===== src/rtl/seu_scrub_pkg.sv =====
// Shared types and helpers for the SEU scrub controller.
package seu_scrub_pkg;

  typedef enum logic [1:0] {StIdle, StWait, StScrub} scrub_state_e;

  // Helpers operate on a fixed 32-bit container; callers cast to their own width.
  localparam int unsigned SatW = 32;

  function automatic logic [SatW-1:0] sat_add(input logic [SatW-1:0] a,
                                              input logic [SatW-1:0] b,
                                              input logic [SatW-1:0] max_v);
    logic [SatW:0] sum;
    sum = {1'b0, a} + {1'b0, b};
    return (sum > {1'b0, max_v}) ? max_v : sum[SatW-1:0];
  endfunction

  function automatic logic [SatW-1:0] popcount(input logic [SatW-1:0] v);
    logic [SatW-1:0] n;
    n = '0;
    for (int i = 0; i < SatW; i++) n = n + SatW'(v[i]);
    return n;
  endfunction

endpackage


===== src/rtl/seu_sat_counter.sv =====
// Saturating up-counter with a variable increment and a clear that keeps the
// same-cycle increment.
module seu_sat_counter
  import seu_scrub_pkg::*;
#(
  parameter int unsigned W = 8
) (
  input  logic         clk_i,
  input  logic         rst_ni,
  input  logic [W-1:0] inc_i,
  input  logic         clr_i,
  output logic [W-1:0] cnt_o
);

  logic [W-1:0] cnt_d, cnt_q;

  always_comb begin
    cnt_d = cnt_q;
    if (clr_i) cnt_d = inc_i;
    else       cnt_d = W'(sat_add(SatW'(cnt_q), SatW'(inc_i), SatW'({W{1'b1}})));
  end

  always_ff @(posedge clk_i or negedge rst_ni) begin
    if (!rst_ni) cnt_q <= '0;
    else         cnt_q <= cnt_d;
  end

  assign cnt_o = cnt_q;

endmodule


===== src/rtl/seu_scrub_ctrl.sv =====
// Periodic scrub scheduler plus per-source and total SEU accounting with a
// registered readout port.
module seu_scrub_ctrl
  import seu_scrub_pkg::*;
#(
  parameter int unsigned NSRC = 4,
  parameter int unsigned CNTW = 8,
  parameter int unsigned TOTW = 16,
  parameter int unsigned PERW = 16,
  // One extra code point so the total counter is always addressable.
  parameter int unsigned IDXW = $clog2(NSRC + 1)
) (
  input  logic            clk,
  input  logic            rstn,
  input  logic [NSRC-1:0] err,
  input  logic            scrub_en,
  input  logic [PERW-1:0] scrub_period,
  output logic            scrub_req,
  input  logic            scrub_ack,
  input  logic            rd_req,
  input  logic [IDXW-1:0] rd_idx,
  input  logic            rd_clr,
  output logic            rd_valid,
  output logic [TOTW-1:0] rd_data,
  output logic            total_sat
);

  logic [CNTW-1:0] src_cnt [NSRC];
  logic [TOTW-1:0] total_cnt;
  logic [TOTW-1:0] total_inc;
  logic            rd_total;

  assign rd_total  = 32'(rd_idx) >= NSRC;
  assign total_inc = TOTW'(popcount(SatW'(err)));

  for (genvar g = 0; g < NSRC; g++) begin : g_src
    seu_sat_counter #(.W(CNTW)) u_cnt (
      .clk_i  (clk),
      .rst_ni (rstn),
      .inc_i  (CNTW'(err[g])),
      .clr_i  (rd_req && rd_clr && (rd_idx == IDXW'(g))),
      .cnt_o  (src_cnt[g])
    );
  end

  seu_sat_counter #(.W(TOTW)) u_total (
    .clk_i  (clk),
    .rst_ni (rstn),
    .inc_i  (total_inc),
    .clr_i  (rd_req && rd_clr && rd_total),
    .cnt_o  (total_cnt)
  );

  scrub_state_e    state_d, state_q;
  logic [PERW-1:0] per_d, per_q;
  logic            scrub_req_d, scrub_req_q;
  logic            rd_valid_d, rd_valid_q;
  logic [TOTW-1:0] rd_data_d, rd_data_q;

  always_comb begin
    state_d = state_q;
    per_d   = per_q;
    case (state_q)
      StIdle: begin
        if (scrub_en) begin
          state_d = StWait;
          per_d   = scrub_period;
        end
      end
      StWait: begin
        if (!scrub_en)         state_d = StIdle;
        else if (per_q == '0)  state_d = StScrub;
        else                   per_d   = per_q - PERW'(1);
      end
      StScrub: begin
        // Disabling mid-request still waits for the ack before going idle.
        if (scrub_ack) begin
          if (scrub_en) begin
            state_d = StWait;
            per_d   = scrub_period;
          end else begin
            state_d = StIdle;
          end
        end
      end
      default: state_d = StIdle;
    endcase
    scrub_req_d = (state_d == StScrub);
  end

  // Readout captures the pre-update counter value.
  always_comb begin
    rd_valid_d = rd_req;
    rd_data_d  = rd_data_q;
    if (rd_req) begin
      if (rd_total) begin
        rd_data_d = total_cnt;
      end else begin
        for (int i = 0; i < NSRC; i++) begin
          if (rd_idx == IDXW'(i)) rd_data_d = TOTW'(src_cnt[i]);
        end
      end
    end
  end

  always_ff @(posedge clk or negedge rstn) begin
    if (!rstn) begin
      state_q     <= StIdle;
      per_q       <= '0;
      scrub_req_q <= 1'b0;
      rd_valid_q  <= 1'b0;
      rd_data_q   <= '0;
    end else begin
      state_q     <= state_d;
      per_q       <= per_d;
      scrub_req_q <= scrub_req_d;
      rd_valid_q  <= rd_valid_d;
      rd_data_q   <= rd_data_d;
    end
  end

  assign scrub_req = scrub_req_q;
  assign rd_valid  = rd_valid_q;
  assign rd_data   = rd_data_q;
  assign total_sat = &total_cnt;

endmodule


===== config.mk =====
export PLATFORM = sky130hd
export DESIGN_NAME = seu_scrub_ctrl
export DESIGN_NICKNAME = d
export VERILOG_FILES = /design/src/rtl/seu_scrub_pkg.sv /design/src/rtl/seu_sat_counter.sv /design/src/rtl/seu_scrub_ctrl.sv
export SDC_FILE = /design/constraint.sdc
export NUM_CORES = 1
export LEC_CHECK = 0
export BUFFER_PORTS_ARGS = -buffer_cell sky130_fd_sc_hd__clkbuf_2
export CORE_MARGIN = 2
export CORE_UTILIZATION = 62
export CTS_CLUSTER_DIAMETER = 120
export DETAILED_ROUTE_END_ITERATION = 10
export PLACE_DENSITY = 0.92
export SLEW_MARGIN = 20
export SYNTH_ARGS = -nofsm -noshare
export SYNTH_HDL_FRONTEND = slang
export SYNTH_HIERARCHICAL = 1
export SYNTH_SLANG_ARGS = --single-unit

===== constraint.sdc =====
create_clock -name clk -period 2.37 [get_ports clk]
set_input_delay 0 -clock clk [delete_from_list [all_inputs] [get_ports clk]]
set_output_delay 0 -clock clk [all_outputs]
set_load 0.01 [all_outputs]

==> flow_summary.ini <==
[synthesis]
synth_top_area_share_pct = 31.7
synth.area.top_cells = dfrtp_1, ha_1, a21oi_1
ys_types = 78
synth_enable_flop_cells = 0
synth-seq-area-share_pct = 31.7
synth_seq_cells = 84
synth_top_area_cell = dfrtp_1
ys_warn_count = 6
synthesis.area_sq_um = 6620
ys.flop_type = dfrtp_1
syn_area_per_cell_sq_um = 9.40
async_flop_share_pct = 100
syn_inst = 705

[timing]
max_clock_freq_mhz = 407
worstMarginPinSlew_ns = 0.852
hold_slack_ns = 0.00291
fin_crit_ns = 2.46
hold_viol_final = 0
slew_viol_final = 0
period_share_pct = 104
slew_headroom_pct = 43.1
rsz0062_at_grt = true
finalSetupViolations = 9
tns_ns = -0.286
finalWorstSetupSlack_ns = -0.0870
skew_ns = 0.0109

[finish]
finish.utilization_pct = 77.5
area_delta_synth_final_pct = 21.3
drive_gt1_share_pct = 20.2
antennaDiodeCount = 0
final_common_cell = conb_1
finalNetCount = 952
fin_area_sq_um = 8040
layout_common_cells = conb_1, dfrtp_1, nor2_1

[floorplan]
die_w_microns = 107
initial_core_util_pct = 63.9
die_h_microns = 107
ioPinCount = 48
core_area_sq_um = 10400
std_cell_rows = 37
die_area_sq_um = 11500

[route]
drtAntennaViolNets = 0
wl_mm = 18.9
wl_per_cell_microns = 18.8
drc = 0
via_per_inst = 6.34
vias = 6374
drt_first_pass_iters = 7
drtIter0Drc = 685

[status]
status = finished, violations left
violations = negative setup slack

[worst_setup_path]
arrival_ns = 2.71
start_kind = primary input
path_cells = buf_8 > inv_4 > fa_1 > inv_2 > ha_4 > ha_4 > ha_4 > a211oi_4 > o21ai_2 > a2111oi_4 > o31ai_2 > xnor2_1 > a21oi_2
crit_type = primary input to register
cp.required_ns = 2.62
cp_slowest_cell = fa_1
cp_max_fo = 3
critPathMaxStageDelay_ns = 0.54
path_common_cell = ha_4
end_kind = register

[cts]
cts_tree = built
h-tree-depth = 3
clock_sinks = 84
clock_latency_ns = 0.37
path_clk_slew_ns = 0.10
cts_inserted_buffers = 9
cts_root_buf = clkbuf_8
clockBufferDepth = 2

[place]
dpl_cell_area_sq_um = 7480
dp_hpwl_mm = 12.5
portBuffers = 47
routabilityCongestion = 0.886
place_worst_setup_slack_ns = -0.520

[power_and_ir_drop]
p_leak_nw = 3.42
ir_worst_vdd_mv = 0.745
powerDensity_nw_per_um2 = 1080

[job]
max_cap_viol_count = 0

[global_route]
antenna_found_initial = 0
grt_overflow = 0
grt_max_degree = 53
grt_pass1_vias = 6396
grt_use_total_pct = 32.5
grt_pass1_wl_mm = 29.6

[min_path]
hold_path_class = primary input to register
==> per-layer routing <==
layer | wire (microns) | track usage, %
met1 | 7020 | 37.0
met2 | 9650 | 58.2
met3 | 1360 | 6.60
met4 | 905 | 15.6
met5 | 0 | 0
==> metrics by stage <==
stage / std cells / total power, W
2_1_floorplan: 790 / 0.00592
3_3_place_gp: 968 / 0.00668
3_5_place_dp: 968 / 0.00695
4_1_cts: 1003 / 0.00821
5_1_grt: 1006 / 0.00917
6_report: 1006 / 0.00866
==> cell type report <==
type / instances / area [sq um]
well taps: 136 / 170
fillers: 635 / 2330
multi-input cells: 644 / 4760
inverters: 39 / 164
repair buffers: 87 / 627
flip-flops and latches: 84 / 2100
clock inverters: 6 / 76.3
clock buffers: 10 / 138
==> kinds of logic (layout without fill, tap and decap cells) <==
group | count (synthesis) | after routing | synth area share [%]
XOR/XNOR | 19 | 19 | 2.51
multiplexers | 21 | 21 | 4.68
AND/OR/NAND/NOR | 211 | 211 | 16.7
adder cells (fa/ha/maj) | 58 | 58 | 11.6
flip-flops | 84 | 84 | 31.7
other | 1 | 86 | 0.0566
AO/OA/AOI/OAI | 248 | 249 | 28.7
buffers and inverters | 63 | 142 | 3.99
==> worst max-delay path: cells and delay by family <==
kind                       cells  cell delay (ns)
xor gates and xnor gates       1             0.29
adders and majority gates      4             1.22
buffers and inverters          3             0.16
AOI/OAI and AO/OA              5             1.03
==> power by group <==
group | switching, W | leakage, nW | internal [W]
logic | 0.00294 | 2.39 | 0.00219
registers | 0.000476 | 0.920 | 0.00192
clock network | 0.000603 | 0.110 | 0.000537
total | 0.00402 | 3.42 | 0.00465
==> registers in the layout (all words and copies together) (netlist names) <==
name,count
g_src.u_cnt/cnt_o,32
rd_data,16
state_q,2
rd_valid,1
scrub_req,1
u_total/cnt_o,16
per_q,16
==> cell usage after synthesis (6+ instances only) <==
master / count
a31oi_4: 6
mux4_2: 8
a21oi_2: 6
ha_1: 52
o21a_1: 9
nand3_1: 18
nor3_1: 18
xor2_1: 13
nand2b_1: 7
o31a_1: 6
a211oi_1: 6
o22ai_1: 7
o21ai_0: 44
dfrtp_1: 84
o21ai_1: 7
a21oi_1: 58
a2bb2oi_1: 12
clkbuf_1: 14
nor2b_1: 17
nand2_1: 30
inv_1: 36
a31oi_1: 7
fa_1: 6
a211oi_2: 6
nor4_1: 9
a21o_1: 7
nor2_1: 76
xnor2_1: 6
mux2i_1: 13
==> path summary, 6_finish.rpt <==
path / cells past startpoint / slack [ns] / startpoint / endpoint
max reg2reg: 5 / 0.06 / per_q[2]$_DFFE_PN0P_ / per_q[7]$_DFFE_PN0P_
min reg2reg: 2 / 0.54 / rd_data[15]$_DFFE_PN0P_ / rd_data[15]$_DFFE_PN0P_
min in group asynchronous: 2 / 0.21 / rstn / u_total/cnt_o[15]$_DFF_PN0_
min: 3 / 0.003 / err[1] / g_src[1].u_cnt/cnt_o[0]$_DFF_PN0_
max in group asynchronous: 3 / 1.50 / rstn / per_q[8]$_DFFE_PN0P_
max: 13 / -0.09 / err[3] / u_total/cnt_o[13]$_DFF_PN0_
==> repair_timing <==
action | 4_1_cts | 5_1_grt
pin swaps | 12 | 10
gates cloned | 0 | 1
gates resized for setup | 10 | 18
hold buffers | 19 | 0
endpoints found under the setup margin | 16 | 22
hold endpoints to repair | 68 | 0
setup buffers | 1 | 2
Power figures use the tool's default switching activity.
